$ cat src/rtl/mem_sram_stage.sv
// Memory stage of the pipeline: 32-bit loads/stores on a 16-bit asynchronous SRAM
// as two half-word phases, plus the MEM/WB register that feeds write-back.
//
// state | meaning
// IDLE  | no access in flight; ready follows ~req
// LOW   | low half-word phase at {idx,0}, cnt counts 0..WAIT
// HIGH  | high half-word phase at {idx,1}, cnt counts 0..WAIT
// DONE  | access complete; upstream advances this cycle
module mem_sram_stage #(
  parameter int unsigned BASE_ADDR = 1024,
  parameter int unsigned WAIT      = 1
) (
  input  logic        clk,
  input  logic        rst,
  input  logic        MEM_R_EN,
  input  logic        MEM_W_EN,
  input  logic        WB_EN,
  input  logic [31:0] ALU_Res,
  input  logic [31:0] Val_Rm,
  input  logic [3:0]  Dest,
  output logic        ready,
  output logic        WB_EN_out,
  output logic        MEM_R_EN_out,
  output logic [31:0] ALU_Res_out,
  output logic [31:0] MEM_Result,
  output logic [3:0]  Dest_out,
  output logic [17:0] SRAM_ADDR,
  output logic [15:0] SRAM_DQ_out,
  output logic        SRAM_DQ_oe,
  input  logic [15:0] SRAM_DQ_in,
  output logic        SRAM_WE_N
);

  typedef enum logic [1:0] {S_IDLE, S_LOW, S_HIGH, S_DONE} state_t;

  localparam logic [31:0] BASE_C  = 32'(BASE_ADDR);
  localparam logic [3:0]  WAIT_C  = 4'(WAIT);
  localparam logic [3:0]  WAIT_M1 = 4'(WAIT - 1);

  state_t      state_q, state_d;
  logic [3:0]  cnt_q, cnt_d;
  logic [31:0] rd_q, rd_d;
  logic [17:0] addr_q, addr_d;
  logic [15:0] dq_q, dq_d;
  logic        oe_q, oe_d;
  logic        we_n_q, we_n_d;
  logic        wb_en_q, wb_en_d;
  logic        mem_r_q, mem_r_d;
  logic [31:0] alu_q, alu_d;
  logic [31:0] memres_q, memres_d;
  logic [3:0]  dest_q, dest_d;

  logic        req;
  logic        is_wr;
  logic [16:0] idx;
  logic        ready_c;

  assign req     = MEM_R_EN | MEM_W_EN;
  assign is_wr   = MEM_W_EN;
  // Offset wraps modulo 2^32; byte-lane bits are dropped.
  assign idx     = 17'((ALU_Res - BASE_C) >> 2);
  assign ready_c = ((state_q == S_IDLE) && !req) || (state_q == S_DONE);

  always_comb begin
    state_d = state_q;
    cnt_d   = cnt_q;
    rd_d    = rd_q;
    addr_d  = addr_q;
    dq_d    = dq_q;
    oe_d    = oe_q;
    we_n_d  = we_n_q;
    case (state_q)
      S_IDLE: begin
        if (req) begin
          state_d = S_LOW;
          cnt_d   = 4'd0;
          addr_d  = {idx, 1'b0};
          if (is_wr) begin
            dq_d   = Val_Rm[15:0];
            oe_d   = 1'b1;
            we_n_d = 1'b0;
          end
        end
      end
      S_LOW, S_HIGH: begin
        if (cnt_q == WAIT_C) begin
          cnt_d = 4'd0;
          if (!is_wr) begin
            if (state_q == S_LOW) rd_d[15:0]  = SRAM_DQ_in;
            else                  rd_d[31:16] = SRAM_DQ_in;
          end
          if (state_q == S_LOW) begin
            state_d = S_HIGH;
            addr_d  = {idx, 1'b1};
            if (is_wr) begin
              dq_d   = Val_Rm[31:16];
              we_n_d = 1'b0;
            end
          end else begin
            state_d = S_DONE;
            oe_d    = 1'b0;
            we_n_d  = 1'b1;
          end
        end else begin
          cnt_d = cnt_q + 4'd1;
          // Strobe rises one cycle before the address moves.
          if (cnt_q == WAIT_M1) we_n_d = 1'b1;
        end
      end
      S_DONE:  state_d = S_IDLE;
      default: state_d = S_IDLE;
    endcase
  end

  always_comb begin
    wb_en_d  = 1'b0;
    mem_r_d  = mem_r_q;
    alu_d    = alu_q;
    memres_d = memres_q;
    dest_d   = dest_q;
    if (ready_c) begin
      wb_en_d = WB_EN;
      mem_r_d = MEM_R_EN;
      alu_d   = ALU_Res;
      dest_d  = Dest;
      if (state_q == S_DONE) memres_d = rd_q;
    end
  end

  always_ff @(posedge clk or negedge rst) begin
    if (!rst) begin
      state_q  <= S_IDLE;
      cnt_q    <= 4'd0;
      rd_q     <= 32'd0;
      addr_q   <= 18'd0;
      dq_q     <= 16'd0;
      oe_q     <= 1'b0;
      we_n_q   <= 1'b1;
      wb_en_q  <= 1'b0;
      mem_r_q  <= 1'b0;
      alu_q    <= 32'd0;
      memres_q <= 32'd0;
      dest_q   <= 4'd0;
    end else begin
      state_q  <= state_d;
      cnt_q    <= cnt_d;
      rd_q     <= rd_d;
      addr_q   <= addr_d;
      dq_q     <= dq_d;
      oe_q     <= oe_d;
      we_n_q   <= we_n_d;
      wb_en_q  <= wb_en_d;
      mem_r_q  <= mem_r_d;
      alu_q    <= alu_d;
      memres_q <= memres_d;
      dest_q   <= dest_d;
    end
  end

  assign ready        = ready_c;
  assign WB_EN_out    = wb_en_q;
  assign MEM_R_EN_out = mem_r_q;
  assign ALU_Res_out  = alu_q;
  assign MEM_Result   = memres_q;
  assign Dest_out     = dest_q;
  assign SRAM_ADDR    = addr_q;
  assign SRAM_DQ_out  = dq_q;
  assign SRAM_DQ_oe   = oe_q;
  assign SRAM_WE_N    = we_n_q;

endmodule

$ cat config.mk
export PLATFORM = sky130hd
export DESIGN_NAME = mem_sram_stage
export DESIGN_NICKNAME = d
export VERILOG_FILES = /design/src/rtl/mem_sram_stage.sv
export SDC_FILE = /design/constraint.sdc
export NUM_CORES = 1
export LEC_CHECK = 0
export ABC_CLOCK_PERIOD_IN_PS = 2410
export CAP_MARGIN = 5
export CELL_PAD_IN_SITES_DETAIL_PLACEMENT = 1
export CELL_PAD_IN_SITES_GLOBAL_PLACEMENT = 1
export CORE_ASPECT_RATIO = 0.7
export CORE_MARGIN = 1
export CORE_UTILIZATION = 33
export DETAILED_ROUTE_END_ITERATION = 12
export PLACE_DENSITY = 0.86
export SYNTH_ARGS = -nofsm -noshare
export SYNTH_HDL_FRONTEND = slang
export SYNTH_SLANG_ARGS = --single-unit
export TNS_END_PERCENT = 5
$ cat constraint.sdc
create_clock -name clk -period 2.41 [get_ports clk]
set_clock_uncertainty 0.2 [all_clocks]
set_input_delay 0.3615 -clock clk [delete_from_list [all_inputs] [get_ports clk]]
set_output_delay 0.3615 -clock clk [all_outputs]
set_load 0.02 [all_outputs]
Word level (Yosys, flattened, before mapping)
Cells that the tools add are included.

Multipliers: 0. Equality and inequality tests: 11. Shift-type cells: 0. Muxes and demuxes: 29. Magnitude comparators: 0. Add/sub/neg operators: 2. Bitwise gates (word level): 3. Div/mod/pow operators: 0. Reductions and logical operators: 16.

Operators with widths (count): $mux 16 (5); $mux 18 (3); $pmux 18 s2 (1); $pmux 16 s2 (1); $sub 19x11->19 const B (1); $ne 2x2->1 const B (6); $reduce_and 4->1 (3); $mux 1 (11); $mux 4 (2); $pmux 4 s2 (1); $pmux 2 s3 (1); $reduce_and 2->1 (3); $reduce_and 6->1 (1); $reduce_and 5->1 (1); $add 4x1->4 const B (1); $eq 2x2->1 const B (2); $eq 4x1->1 const B (1); $logic_not 4->1 (1); $mux 2 (2); $pmux 1 s2 (2); $ne 3x3->1 const B (1); $reduce_and 3->1 (1); $eq 2x1->1 const B (1); $logic_not 2->1 (1); other kinds (7) (8).

Bits in latches: 0. Logic and storage cells: 74. Bits in writable memories: 0. Memories kept: 0. ROM bits: 0. Output and inout bits: 107. Register bits after elaboration: 144. Bits of input ports: 89.

Logic depth before layout (Yosys ltp)
Depth in word-level cells: 5. Gate-level depth with buffers: 8. Gate-level depth less buffers: 6.

Least setup slack after synthesis
Ideal clock, no wire load.

Path type: register to register. Start point: reg state_q[0]. End point: reg addr_q[15] (netlist: SRAM_ADDR[15]). Stages on the path, launching flop included: 9. Buffers on the path: 2. Period minus slack after synthesis: 2382 ps. Arrival: 2057 ps. Slack: 28 ps. Setup time: 125 ps. Cells stage by stage: dfrtp_1 > inv_1 > ha_1 > or3b_1 > o21ai_0 > or2_1 > buf_6 > buf_6 > mux2_4.

Cells in the longest elaborated chain, start to end: 4. Elaborated cells on any way between the ends: 10. Those cells by class: 5 x eq/ne; 1 x mux; 4 x reduce/logical.

Ends and longest elaborated chain: start: declaration (line 40) `state_t state_q, state_d;`; start signal: assignment (line 145) `state_q <= state_d;`; $eq 2x1->1 or $eq 2x2->1 (tied branches) (line 72, 92); $reduce_or 2->1 (line 72) `case (state_q)`; $ne 2x2->1 (no line) or $reduce_bool 2->1 (tied branches); $reduce_and 4->1 (no line); end signal: assignment (line 148) `addr_q <= addr_d;`; end: declaration (line 43) `logic [17:0] addr_q, addr_d;`.

Several ways; a longest one is shown, not always the timed one. A chain may end at the register's enable or synchronous reset.

Worst setup path after layout
Start point: reg state_q[1]. End point: reg dq_q[4] (netlist: SRAM_DQ_out[4]).

Cells in the longest elaborated chain, start to end: 4. Elaborated cells on any way between the ends: 12. Those cells by class: 7 x eq/ne; 1 x mux; 4 x reduce/logical.

Ends and longest elaborated chain: $eq 2x1->1 or $eq 2x2->1 (tied branches) (line 72, 92); $reduce_or 2->1 (line 72); $ne 2x2->1 (no line) or $reduce_bool 2->1 (tied branches); $reduce_and 6->1 (no line); end signal: assignment (line 149) `dq_q <= dq_d;`; end: declaration (line 44) `logic [15:0] dq_q, dq_d;`.

Several ways; a longest one is shown, not always the timed one.

==> impl_results.md <==
- Critical path endpoint category: flip-flop
- Max-slew headroom at the worst pin: 65.1%
- Transition time at the pin with the least slew margin: 0.524 ns
- Part of the Yosys area used for sequential elements: between 60% and 70%
- # nets final: 720
- Number of antenna violations at the first check in global routing: 0
- Required time of the critical path: 2.50 ns
- Shortest clock period the worst path allows after layout: 2.31 ns
- Overall power of the completed layout: 14.0 mW
- Clock latency of the later-clocked register in the worst-skew pair: 0.42 ns
- Routability Congestion: 0.746
- Setup repair after global routing missed its margin: false
- Share of final-layout standard cells stronger than drive strength 1: 32.6%
- Mean routed wirelength per cell: 17.9 um
- First-pass GRT wire length: 25300 um
- Final worst setup slack: ~0.10 ns
- Port Buffer Count: 195
- Pre-CTS setup slack: -0.0875 ns
- Final count of pins violating max slew: 0
- Highest-count cells in the layout ignoring fill and taps: sky130_fd_sc_hd__clkdlybuf4s50_1, sky130_fd_sc_hd__dfrtp_1, sky130_fd_sc_hd__mux2_2, sky130_fd_sc_hd__o21ai_0, sky130_fd_sc_hd__buf_4
- Portion of total power attributed to combinational logic: slightly below 50%
- Net Count, Synth: 500
- Vias per cell: 4.69
- Final number of setup-violating endpoints: 0
- Total routed wirelength: 15500 um
- Flip-flop and latch count after synthesis: 144
- Number of endpoints with negative hold slack in the final report: 0
- Proportion of power drawn by the clock network: 19.5%
- Distinct cells, synth: 36
- Aggregate global-route resource usage: between 10% and 20%
- Final critical-path share of the clock period: 95.8%
- Data arrival time of the critical path: approximately 2.4 ns
- Root cell of the clock tree: sky130_fd_sc_hd__clkbuf_16
- Row count: 40
- Post-detailed-route DRC marker count: 0
- Cell Chain, Critical Path: inv_2 -> ha_2 -> or3b_1 -> o21ai_1 -> buf_4 -> nor3b_4 -> buf_12 -> mux2_2
- Area of the die: 18600 um^2
- Maximum number of pins on one net before global-route repair: about 50
- Signed area change from the synthesized netlist to the final layout: 51.1%
- Slowest stage cell, crit path: sky130_fd_sc_hd__dfrtp_1
- Post-Place Cell Area: between 8000 and 9000 um^2
- CTS sink cnt: 144
- Finished layout cell area: 8980 um^2
- TritonCTS clock tree: built
- Nature of the critical path startpoint: flip-flop
- Cell type contributing the most total cell area after synthesis: sky130_fd_sc_hd__dfrtp_1
- Proportion of power drawn by flip-flops and latches: a little under a third
- Path class of the lowest-slack min-delay path: input port to async pin
- Maximum number of buffers from clock root to sink: 2
- Number of instances in the synthesized netlist: 405
- Number of buffers added by the clock tree synthesis step: 17
- HPWL reported at the end of detailed placement: 11100 um
- Peak supply drop: 0.715 mV
- Power per Cell Area: 1560 nW/um^2
- Leakage power figure: 3.78 nW
- Internal power: 8.95 mW
- Die Span X: ~160 um
- Worst-path maximum fanout: 16
- Reported max-cap violation count: 0
- Vias in the first global route: 4639
- Outcome: completed
- Floorplan die height: approximately 110 um
- Storage element area: 3600 um^2
- Sw Share: 36.1%
- CP peak stage delay: 0.42 ns
- Synth top area share: 60.2%
- Synthesized cell area: 5940 um^2
- Per-instance average area after synthesis: 14.7 um^2
- Via total after detailed routing: 4077
- WS Path Type: flip-flop to flip-flop
- Remaining global-route overflow: 0
- Fmax: 433 MHz
- Async set or reset register ratio after synthesis: 100%
- Yosys Warn Count: 0
- Cell types occupying the most area after synthesis: sky130_fd_sc_hd__dfrtp_1, sky130_fd_sc_hd__mux2_2, sky130_fd_sc_hd__o21ai_0
- Post-synth EDFFs: 0
- Antenna diode count: 0
- H-tree depth reported by CTS: 4
- Multi-input gate area in the final layout: about 2200 um^2
- WHS: 0.260 ns
- Core area: 17400 um^2
- Switching power summed over all nets: 5.05 mW
- Fillers: 1730
- Top flip-flop cell by instance count after synthesis: sky130_fd_sc_hd__dfrtp_1
- Detailed-router iteration count before antenna repair: 4
- Num ports: just under 200
- Number of DRC violations after detailed-routing iteration 0: ~160
- Leading cell type in the layout, fill and taps excluded: sky130_fd_sc_hd__clkdlybuf4s50_1
- Remaining antenna violation count: 0
- Initial cell density of the core: 34.2%
- Clock-pin slew on the worst setup and hold paths: 0.07 ns
-- state kept, by name (all words and copies together) (netlist names) --
register,cells
SRAM_DQ_out,16
SRAM_WE_N,1
SRAM_DQ_oe,1
ALU_Res_out,32
state_q,2
Dest_out,4
MEM_Result,32
rd_q,32
WB_EN_out,1
cnt_q,4
MEM_R_EN_out,1
SRAM_ADDR,18
-- cells by family (layout without fill, tap and decap cells) --
logic type	count (synthesis)	after routing	synth area share, %
compound gates	37	37	3.71
mux	142	142	27.1
xor+xnor	7	7	1.03
simple gates	43	43	4.15
flops	144	144	60.7
buf+inv	26	259	2.11
fa+ha+maj	6	6	1.26
-- power groups by stage --
stage / combinational (mW) / sequential [mW] / clock (mW)
after floorplan: 2.87 / 5.35 / 0
after global placement: 6.63 / 4.27 / 0
after detailed placement: 6.93 / 4.39 / 0
after CTS: 6.97 / 4.38 / 2.80
after global routing: 7.39 / 4.52 / 2.91
final: 6.91 / 4.36 / 2.73
-- critical path: cells and delay by family, from the launching register on --
| kind | cells | cell delay, ns |
|---|---|---|
| mux | 1 | 0.28 |
| simple gates | 2 | 0.42 |
| buf+inv | 3 | 0.48 |
| fa+ha+maj | 1 | 0.20 |
| flops | 1 | 0.42 |
| compound gates | 1 | 0.19 |
-- final cells by class --
cell class / instances / share of cell area, %
flip-flops and latches: 144 / 40.2
repair buffers: 219 / 24.4
clock buffers: 17 / 4.74
inverters: 8 / 0.334
multi-input cells: 235 / 25.0
clock inverters: 15 / 2.16
well taps: 231 / 3.22
-- path summary, 6_finish.rpt --
path	from	endpoint	slack, ns	cells after the start
worst max-delay path	state_q[1]	SRAM_DQ_out[4]	0.10	8
worst min-delay path	rst	ALU_Res_out[12]	0.26	2
worst max register to register	state_q[1]	SRAM_DQ_out[4]	0.10	8
worst min register to register	MEM_R_EN_out	MEM_R_EN_out	0.29	2
max in group asynchronous	rst	ALU_Res_out[3]	1.10	3
min in group clk	MEM_R_EN_out	MEM_R_EN_out	0.29	2
-- cells in the mapped netlist, types with 6 or more instances --
| master | instances |
|---|---|
| sky130_fd_sc_hd__mux2_2 | 138 |
| sky130_fd_sc_hd__clkbuf_1 | 7 |
| sky130_fd_sc_hd__ha_1 | 6 |
| sky130_fd_sc_hd__nand2_1 | 12 |
| sky130_fd_sc_hd__dfrtp_1 | 143 |
| sky130_fd_sc_hd__o21ai_0 | 22 |
| sky130_fd_sc_hd__xnor2_1 | 7 |
| sky130_fd_sc_hd__inv_1 | 8 |
| sky130_fd_sc_hd__nor2_1 | 9 |
-- stage by stage --
| stage | util, % | std cells | TNS [ns] |
|---|---|---|---|
| 3_5_place_dp | 47.9 | 835 | -1.48 |
| 6_report | 51.7 | 869 | 0 |
| 5_1_grt | 51.7 | 869 | 0 |
| 2_1_floorplan | - | 405 | 0 |
| 4_1_cts | 51.6 | 868 | 0 |
| 3_3_place_gp | 47.9 | 835 | -0.0643 |
-- timing repair --
| action | in CTS | in global routing |
|---|---|---|
| resized for setup | 5 | 6 |
| hold buffers | 1 | 0 |
| hold endpoints to repair | 47 | 0 |
| setup buffers | 0 | 1 |
| setup endpoints to repair | 1 | 24 |
-- metal layers --
| metal | part of all wire, % | track usage, % | wire, um |
|---|---|---|---|
| met5 | 0 | 0 | 0 |
| met3 | 7.8 | 6.63 | 1210 |
| met4 | 0.95 | 5.97 | 147 |
| met2 | 49 | 29.2 | 7640 |
| met1 | 42 | 21.5 | 6530 |
Note: power is estimated with default switching activity, not from simulation.
